$ cat src/rtl/edit_mode_controller.sv
// Key-driven screen/edit-position controller with idle timeout and blink for the edited digit.
// Raw active-low keys are synchronized and reduced to one-cycle press events.
module edit_mode_controller #(
    parameter int unsigned NUM_SCREENS = 4,
    parameter int unsigned POS_MAX     = 7,
    parameter int unsigned TZ_SCREEN   = 2,
    parameter int unsigned TZ_POS_MAX  = 2,
    parameter int unsigned TIMEOUT     = 50_000_000,
    parameter int unsigned BLINK_DIV   = 12_500_000
) (
    input  logic       clk,
    input  logic       reset,
    input  logic       KeyMode,
    input  logic       KeyEdit,
    input  logic       KeyNext,
    input  logic       KeyPlus,
    input  logic       KeyMinus,
    output logic [1:0] screen,
    output logic       EditMode,
    output logic [2:0] EditPos,
    output logic       Blink
);

    localparam int unsigned TW = (TIMEOUT > 1)   ? $clog2(TIMEOUT)   : 1;
    localparam int unsigned BW = (BLINK_DIV > 1) ? $clog2(BLINK_DIV) : 1;

    typedef enum logic {VIEW, EDIT} state_t;

    logic [4:0] key_raw, sync1, sync2, prev, ev;
    logic       ev_mode, ev_edit, ev_next, ev_any;

    state_t        state, state_n;
    logic [1:0]    screen_q, screen_n;
    logic [2:0]    pos_q, pos_n, pmax;
    logic [TW-1:0] idle_q, idle_n;
    logic [BW-1:0] div_q, div_n;
    logic          blink_q, blink_n;

    assign key_raw = {KeyMinus, KeyPlus, KeyNext, KeyEdit, KeyMode};

    // Released-key level is 1, so reset to 1 to avoid a spurious press on release
    always_ff @(posedge clk or negedge reset) begin
        if (!reset) begin
            sync1 <= '1;
            sync2 <= '1;
            prev  <= '1;
        end else begin
            sync1 <= key_raw;
            sync2 <= sync1;
            prev  <= sync2;
        end
    end

    assign ev      = prev & ~sync2;
    assign ev_mode = ev[0];
    assign ev_edit = ev[1];
    assign ev_next = ev[2];
    assign ev_any  = |ev;

    assign pmax = (screen_q == 2'(TZ_SCREEN)) ? 3'(TZ_POS_MAX) : 3'(POS_MAX);

    always_ff @(posedge clk or negedge reset) begin
        if (!reset) begin
            state    <= VIEW;
            screen_q <= '0;
            pos_q    <= '0;
            idle_q   <= '0;
            div_q    <= '0;
            blink_q  <= 1'b1;
        end else begin
            state    <= state_n;
            screen_q <= screen_n;
            pos_q    <= pos_n;
            idle_q   <= idle_n;
            div_q    <= div_n;
            blink_q  <= blink_n;
        end
    end

    always_comb begin
        state_n  = state;
        screen_n = screen_q;
        pos_n    = pos_q;
        idle_n   = '0;
        div_n    = '0;
        blink_n  = 1'b1;
        case (state)
            VIEW: begin
                if (ev_edit) begin
                    state_n = EDIT;
                    pos_n   = '0;
                end else if (ev_mode) begin
                    screen_n = (screen_q == 2'(NUM_SCREENS - 1)) ? '0 : screen_q + 2'd1;
                end
            end
            EDIT: begin
                idle_n = idle_q + TW'(1);
                if (div_q == BW'(BLINK_DIV - 1)) begin
                    div_n   = '0;
                    blink_n = ~blink_q;
                end else begin
                    div_n   = div_q + BW'(1);
                    blink_n = blink_q;
                end
                // Any key event outranks the timeout expiring in the same cycle
                if (ev_edit) begin
                    state_n = VIEW;
                    pos_n   = '0;
                    idle_n  = '0;
                    div_n   = '0;
                    blink_n = 1'b1;
                end else if (ev_next) begin
                    pos_n   = (pos_q == pmax) ? '0 : pos_q + 3'd1;
                    idle_n  = '0;
                    div_n   = '0;
                    blink_n = 1'b1;
                end else if (ev_any) begin
                    idle_n = '0;
                end else if (idle_q == TW'(TIMEOUT - 1)) begin
                    state_n = VIEW;
                    pos_n   = '0;
                    idle_n  = '0;
                    div_n   = '0;
                    blink_n = 1'b1;
                end
            end
            default: state_n = VIEW;
        endcase
    end

    assign screen   = screen_q;
    assign EditMode = (state == EDIT);
    assign EditPos  = pos_q;
    assign Blink    = blink_q;

endmodule

$ cat config.mk
export PLATFORM = sky130hd
export DESIGN_NAME = edit_mode_controller
export DESIGN_NICKNAME = d
export VERILOG_FILES = /design/src/rtl/edit_mode_controller.sv
export SDC_FILE = /design/constraint.sdc
export NUM_CORES = 1
export LEC_CHECK = 0
export ABC_CLOCK_PERIOD_IN_PS = 3700
export BUFFER_PORTS_ARGS = -buffer_cell sky130_fd_sc_hd__buf_4
export CAP_MARGIN = 25
export CORE_MARGIN = 4
export CORE_UTILIZATION = 55
export DETAILED_ROUTE_END_ITERATION = 10
export HOLD_SLACK_MARGIN = 0.05
export PLACE_DENSITY = 0.83
export SYNTH_ARGS = -nofsm -noshare
export SYNTH_HDL_FRONTEND = slang
export SYNTH_SLANG_ARGS = --single-unit
$ cat constraint.sdc
create_clock -name clk -period 3.7 [get_ports clk]
set_input_delay 0.74 -clock clk [delete_from_list [all_inputs] [get_ports clk]]
set_output_delay 0.74 -clock clk [all_outputs]
set_load 0.01 [all_outputs]
==> implementation parameters, run 1 <==
Parameter                              Value

Floorplan
  I/O pin count    14
  Die Y-Extent    between 80 and 90 um
  Area of the die    7890 um2
  Die W    88.8 um
  Initial standard-cell utilization of the core    around 57%
  Placement row count    29
  Floorplan Core Area    6350 um2

Yosys
  Register area share after synthesis    50.7%
  Number of distinct library cells after synthesis    48
  Gate count after technology mapping    347
  Number of synthesized flops with an enable pin    0
  Average instance area after synthesis    approximately 10 um2
  Number of nets in the synthesized netlist    about 360
  FFs w/ async S/R, synth    100%
  Cell Area, Synth    3590 um2
  Number of warnings reported in the yosys synthesis log    0
  #FFs+latches synth    72
  Prevailing post-synth register cell    sky130_fd_sc_hd__dfrtp_1

Worst setup path
  CP max FO    19
  Setup Crit Path Kind    flip-flop to flip-flop
  Element type at the critical path start    flip-flop
  R2R setup slack    1.19 ns
  Largest stage delay on the critical path    about 0.69 ns
  Cell-by-cell trace of the critical path    or4b_2, nor4_1, and4_1, buf_4, a211oi_1
  Required time of the worst setup path    3.91 ns
  Buffer and inverter count on the worst path    1
  Top Family by Delay on Critical Path    simple AND/OR/NAND/NOR gates
  Arrival time at the worst endpoint    2.72 ns
  CP max-delay cell    sky130_fd_sc_hd__and4_1
  Endpoint kind of the worst setup timing path    flip-flop

Timing
  Period Utilization, post-route    67.9%
  Remaining max-slew budget at the tightest pin    between 40% and 50%
  Final slew viol count    0
  Final setup violation count    0
  Slew at the pin with the worst max-slew slack    0.856 ns
  Peak clock frequency supported by timing    398 MHz
  Worst hold slack    0.358 ns
  Worst Clk Skew    roughly 0.013 ns
  Fin Setup TNS    0 ns
  Min Clock Period, post-route    2.51 ns
  Hold violation count in the final report    0
  Unrepaired setup endpoints after global routing    false

Clocking
  CTS clock-pin slew for the worst setup and hold paths    ~0.07 ns
  CTS tree    done
  Maximum clock insertion buffer count    2
  Skew-Pair Late Insertion Delay    ~0.35 ns
  Deepest level of the CTS H-tree    3
  Clock sinks    just over 70
  Number of post-CTS setup repair buffers    0
  CTS Root Buffer Type    sky130_fd_sc_hd__clkbuf_8
  Number of gates resized after CTS    0
  Number of buffers inserted for hold repair after clock tree synthesis    0
  Num CTS Buffers    9

Place
  Count of input and output buffers    13
  Placement Cell Area    3720 um2
  Placed Cells incl. Taps    about 420
  Detailed-placement wirelength estimate    4650 um
  Placer congestion estimate    about 0.84

Detailed routing
  Via Count    2674
  Routed WL per cell    between 15 and 20 um
  Post-route antenna net violation count    0
  Initial drt markers    between 200 and 250
  Routed via count divided by cell count    slightly above 6
  Post-Route WL    6820 um
  Post-route DRC    0
  Pre-antenna DRT Iters    4

Finish
  Total Nets Final    370
  Count of antenna diodes in the layout    0
  Commonest cells after routing, fill and taps aside    56 x sky130_fd_sc_hd__dfrtp_1, 24 x sky130_fd_sc_hd__nand2_1, 23 x sky130_fd_sc_hd__nor3_1, 21 x sky130_fd_sc_hd__xnor2_1, 20 x sky130_fd_sc_hd__nor2_1
  Number of inserted filler cells in the final layout    490
  Final cell area excluding filler cells    3890 um2
  Most common cell after layout, fill and taps aside    sky130_fd_sc_hd__dfrtp_1
  Proportion of layout cells with a drive suffix above 1    17.9%
  Fraction of the core area covered by cells at the end of the flow    61.2%
  Area growth syn-to-layout    8.29%
  Fin cells    440

Power and ir drop
  P_leak    1.44 nW
  Power per Cell Area    around 440 nW/um2
  Worst-case vdd ir drop    0.000307 V

GRT
  Number of antenna violations at the first check in global routing    0
  Pin count of the biggest net entering global routing    73
  Congestion Overflow GR    0
  First-pass GRT wire length    11500 um
  Vias in the first global route    2530
  GRT Overall Usage    18.9%

Hold path
  Path class of the lowest-slack min-delay path    flip-flop to flip-flop

Job
  Max capacitance violation total    0

Run status
  Run status    finished, final reports clean
[cell families after synthesis]
| family | count (synthesis) | share of synthesized area, % |
|---|---|---|
| simple gates | 158 | 26.5 |
| flops | 72 | 50.7 |
| compound gates | 53 | 9.86 |
| buf+inv | 30 | 4.01 |
| xor+xnor | 27 | 6.59 |
| fa+ha+maj | 5 | 1.74 |
| mux | 2 | 0.592 |
[registers in the layout, indices dropped and copies added, names as in the netlist]
name,flops
idle_q,26
div_q,24
prev,5
sync1,5
sync2,5
EditPos,3
screen,2
Blink,1
EditMode,1
[cell type report]
cell class,instances,area [um2],area share [%]
clock inverters,7,48.8,1.25
clock buffers,9,124,3.19
multi-input cells,245,1630,41.8
well taps,77,96.3,2.48
inverters,14,52.6,1.35
repair buffers,16,120,3.09
flip-flops and latches,72,1820,46.8
[metal layers]
metal	track usage, %	part of all wire, %	vias to the layer above
met3	3.82	3.5	7
met4	8.93	1.5	0
met5	0	0	-
met2	29.4	48	44
met1	25.5	47	1318
li1	-	-	1305
[cell usage after synthesis (all sizes together) (2+ instances only)]
| library cell | n | area, um2 |
|---|---|---|
| o21ai | 11 | 58.8 |
| a21oi | 14 | 70.1 |
| nor2b | 2 | 12.5 |
| nand2 | 24 | 90.1 |
| inv | 14 | 52.6 |
| or4b | 4 | 40.0 |
| nor4 | 9 | 56.3 |
| or3 | 13 | 81.3 |
| dfstp | 16 | 420 |
| nand3 | 14 | 70.1 |
| nand4 | 15 | 136 |
| o22ai | 2 | 12.5 |
| and4 | 5 | 45.0 |
| nor3b | 3 | 22.5 |
| o31ai | 11 | 82.6 |
| a211oi | 9 | 77.6 |
| or2 | 3 | 18.8 |
| ha | 5 | 62.6 |
| nor4bb | 2 | 20.0 |
| clkbuf | 8 | 30.0 |
| nor3 | 23 | 115 |
| nor2 | 20 | 75.1 |
| dfrtp | 56 | 1400 |
| nand4b | 2 | 17.5 |
| or4 | 15 | 116 |
| buf | 8 | 61.3 |
| xnor2 | 21 | 184 |
| xor2 | 6 | 52.6 |
[final timing paths]
check | startpoint | end | cells after the start
min in group asynchronous | reset | idle_q[20]$_DFF_PN0_ | 1
max in group asynchronous | reset | div_q[21]$_DFF_PN0_ | 1
max | idle_q[18]$_DFF_PN0_ | div_q[13]$_DFF_PN0_ | 5
max reg2reg | idle_q[18]$_DFF_PN0_ | div_q[13]$_DFF_PN0_ | 5
min | sync1[0]$_DFF_PN1_ | sync2[0]$_DFF_PN1_ | 0
min reg2reg | sync1[0]$_DFF_PN1_ | sync2[0]$_DFF_PN1_ | 0
[where the power goes]
part           internal (W)  total, W  leakage, nW  switching [W]
combinational      0.000113  0.000259        0.422       0.000145
sequential         0.000841  0.000902        0.939      0.0000607
clock              0.000241  0.000537       0.0772       0.000296
total               0.00120   0.00170         1.44       0.000502
[stage by stage]
stage / worst slack, ns / power (W)
2_1_floorplan: 1.58 / 0.00107
3_3_place_gp: 1.25 / 0.00116
3_5_place_dp: 1.23 / 0.00118
4_1_cts: 1.20 / 0.00172
5_1_grt: 1.03 / 0.00179
6_report: 1.19 / 0.00170
(Power assumes the default switching activity.)
==> run 2, diff against run 1 <==
- ABC_AREA: not set -> 1
- ABC_CLOCK_PERIOD_IN_PS: 3700 -> 2550
- clock period: 3.7 -> 2.55 ns (I/O delays scaled with it)
==> run 2 against run 1 <==
Clock-buffer cell count grew 5; sequential power grew 36%; cell area grew 8.5%; largest cell class unchanged; via count grew 13%; maximum frequency grew 41%; first-iteration DRC count grew 17%; setup slack lost 0.42 ns; critical endpoint is now idle_q[14]$_DFF_PN0_; critical path depth grew 3; hold slack lost 0.076 ns; synthesized cell count grew 37%; clock power grew 79%.
==> implementation parameters, run 2 <==
Parameter                              Value

Run status
  Run status    finished, final reports clean

Timing
  Peak clock frequency supported by timing    562 MHz (+41%)
  Period Utilization, post-route    69.8% (+1.9 points)
  Final slew viol count    0 (unchanged)
  Unrepaired setup endpoints after global routing    false
  Min Clock Period, post-route    1.78 ns (-0.733 ns)
  Remaining max-slew budget at the tightest pin    41.4% (-1.6 points)
  Slew at the pin with the worst max-slew slack    0.879 ns (+0.0237 ns)
  Worst Slack Setup Final    0.769 ns (-0.417 ns)
  Hold violation count in the final report    0 (unchanged)
  Worst Clk Skew    0.0148 ns (+0.00154 ns)
  Fin Setup TNS    0 ns (unchanged)
  Final setup violation count    0 (unchanged)

Detailed routing
  Post-route DRC    0 (unchanged)
  Pre-antenna DRT Iters    7 (+3)
  Post-Route WL    7470 um (+9.7%)
  Routed WL per cell    12.5 um (-19%)
  Via Count    3022 (+13%)
  Routed via count divided by cell count    5.07 (-17%)
  Post-route antenna net violation count    0 (unchanged)
  Initial drt markers    250 (+17%)

Power and ir drop
  P_leak    1.85 nW (+29%)
  Fraction of power consumed by sequential logic    50.8% (-2.3 points)
  Design internal power    0.00183 W (+53%)
  Power per Cell Area    573 nW/um2 (+31%)
  Part of the power in the clock network    39.8% (+8.2 points)
  Gate power share    9.4% (-5.8 points)
  Switching part of the total power    24.1% (-5.5 points)
  Worst-case vdd ir drop    0.000419 V (+37%)
  Sw power    0.000583 W (+16%)

Finish
  Most common cell after layout, fill and taps aside    sky130_fd_sc_hd__nand2_1
  Total Nets Final    507 (+37%)
  Count of antenna diodes in the layout    0 (unchanged)
  Largest register by flop count    idle_q
  Proportion of layout cells with a drive suffix above 1    18.2% (+0.29 points)
  Largest registers ranked by flip-flop count    idle_q (26), div_q (24)
  Largest register FFs    26 (unchanged)
  Area growth syn-to-layout    10.2%
  Commonest cells after routing, fill and taps aside    109 x sky130_fd_sc_hd__nand2_1, 84 x sky130_fd_sc_hd__nor2_1, 56 x sky130_fd_sc_hd__dfrtp_1, 56 x sky130_fd_sc_hd__inv_1, 28 x sky130_fd_sc_hd__nand3_1

Worst setup path
  Arrival time at the worst endpoint    2.02 ns (-0.70 ns)
  Element type at the critical path start    flip-flop
  CP max-delay cell    sky130_fd_sc_hd__dfstp_2
  Path depth of the worst reg2reg path    8 (+3)
  R2R setup slack    0.77 ns (-0.42 ns)
  Setup Crit Path Kind    flip-flop to flip-flop
  Top Family by Delay on Critical Path    flip-flops
  Required time of the worst setup path    2.79 ns (-1.12 ns)
  Destination of the worst register-to-register timing path    idle_q[14]$_DFF_PN0_
  Endpoint kind of the worst setup timing path    flip-flop
  Buffer and inverter count on the worst path    3 (+2)
  CP max FO    13 (-6)
  Largest stage delay on the critical path    0.54 ns (-0.15 ns)
  Source of the worst register-to-register timing path    sync2[1]$_DFF_PN1_
  CP Launch Point    sync2[1]$_DFF_PN1_
  Cell-by-cell trace of the critical path    inv_2, nand2_2, nand2_1, inv_1, nand2_2, a21oi_4, inv_2, nor3_1

Yosys
  Number of warnings reported in the yosys synthesis log    0 (unchanged)
  Post-synthesis cell type with the largest combined area    sky130_fd_sc_hd__dfrtp_1
  Cell Area, Synth    3830 um2 (+6.7%)
  Number of nets in the synthesized netlist    487 (+36%)
  Number of distinct library cells after synthesis    33 (-31%)
  Most frequent cell after synthesis    sky130_fd_sc_hd__nand2_1
  Average instance area after synthesis    8.06 um2 (-22%)
  Most common library cells after synthesis    109 x sky130_fd_sc_hd__nand2_1, 84 x sky130_fd_sc_hd__nor2_1, 56 x sky130_fd_sc_hd__dfrtp_1, 56 x sky130_fd_sc_hd__inv_1, 28 x sky130_fd_sc_hd__nand3_1
  Top area cells in the synthesized netlist    sky130_fd_sc_hd__dfrtp_1 37%, sky130_fd_sc_hd__dfstp_2 11%, sky130_fd_sc_hd__nand2_1 11%
  Register area share after synthesis    47.6% (-3.2 points)
  FFs w/ async S/R, synth    100% (unchanged)
  Gate count after technology mapping    475 (+37%)
  Number of synthesized flops with an enable pin    0 (unchanged)
  #FFs+latches synth    72 (unchanged)
  Proportion of netlist area held by the largest area contributor    36.6% (-2.4 points)
  Prevailing post-synth register cell    sky130_fd_sc_hd__dfrtp_1

Floorplan
  Floorplan Core Area    6790 um2 (+7.0%)
  Die Y-Extent    91.4 um (+3.0%)
  I/O pin count    14 (unchanged)
  Die W    91.4 um (+3.0%)
  Placement row count    30 (+3.4%)
  Area of the die    8360 um2 (+6.0%)
  Initial standard-cell utilization of the core    56.4% (-0.18 points)

Place
  Count of input and output buffers    13 (unchanged)
  Detailed-placement wirelength estimate    5300 um (+14%)
  Placer congestion estimate    0.886 (+5.9%)
  Worst setup slack before clock tree synthesis    0.780 ns (-0.449 ns)

GRT
  Congestion Overflow GR    0 (unchanged)
  Vias in the first global route    2885 (+14%)
  Pin count of the biggest net entering global routing    73 (unchanged)
  First-pass GRT wire length    12900 um (+12%)
  Number of antenna violations at the first check in global routing    0 (unchanged)
  GRT Overall Usage    19.1% (+0.19 points)

Job
  Max capacitance violation total    0 (unchanged)

Clocking
  CTS Root Buffer Type    sky130_fd_sc_hd__clkbuf_8
  CTS tree    done
  Number of gates resized after CTS    0 (unchanged)
  Number of buffers inserted for hold repair after clock tree synthesis    0 (unchanged)
  Num CTS Buffers    9 (unchanged)
  Maximum clock insertion buffer count    2 (unchanged)
  Deepest level of the CTS H-tree    3 (unchanged)
  Skew-Pair Late Insertion Delay    0.33 ns (-0.02 ns)
  CTS clock-pin slew for the worst setup and hold paths    0.08 ns (about the same)
  Number of post-CTS setup repair buffers    0 (unchanged)
  Clock sinks    72 (unchanged)

Hold path
  Path class of the lowest-slack min-delay path    input port to asynchronous set/reset pin
run 2: cell type report:
cell class,count,area [um2]
Clock buffer,14,183
Clock inverter,2,35.0
Fill cell,556,2570
Inverter,60,225
Multi-Input combinational cell,339,1740
Sequential cell,72,1820
Tap cell,96,120
Timing Repair Buffer,13,97.6
run 2: through the flow:
stage                     hold slack, ns  util [%]  instances  power, W  instance area, um2
after detailed placement           0.347      58.9        580   0.00148                4000
after CTS                          0.273      62.1        596   0.00244                4220
after global routing               0.259      62.1        596   0.00254                4220
final                              0.282      62.1        596   0.00242                4220
after global placement             0.346      58.9        580   0.00147                4000
after floorplan                    0.214         -        475   0.00139                3830
run 2: worst max path at each step:
stage,endpoint,depth (start not counted)
after floorplan,idle_q[22]$_DFF_PN0_,9
after global placement,idle_q[14]$_DFF_PN0_,8
after detailed placement,idle_q[10]$_DFF_PN0_,8
after CTS,idle_q[2]$_DFF_PN0_,8
after global routing,idle_q[10]$_DFF_PN0_,8
final,idle_q[14]$_DFF_PN0_,8
run 2: cell families after synthesis:
| group | count (synthesis) | share of synthesized area (%) |
|---|---|---|
| xor gates and xnor gates | 22 | 5.03 |
| adders and majority gates | 5 | 1.63 |
| AOI/OAI and AO/OA | 25 | 3.79 |
| and+or+nand+nor | 287 | 34.9 |
| DFF | 72 | 47.6 |
| buffers and inverters | 64 | 7.06 |
run 2: metal layers:
layer  routed length, um  share of wire (%)  track usage (%)
met1                3490                 47             25.5
met2                3390                 45             29.3
met3                 421                5.6             4.89
met4                 178                2.4             8.54
met5                   0                  0                0
run 2: power groups by stage:
| stage | registers, W | logic (W) | clock network (W) |
|---|---|---|---|
| 2_1_floorplan | 0.00125 | 0.000140 | 0 |
| 6_report | 0.00123 | 0.000226 | 0.000962 |
| 3_5_place_dp | 0.00125 | 0.000229 | 0 |
| 4_1_cts | 0.00123 | 0.000231 | 0.000983 |
| 5_1_grt | 0.00123 | 0.000259 | 0.00104 |
| 3_3_place_gp | 0.00124 | 0.000222 | 0 |
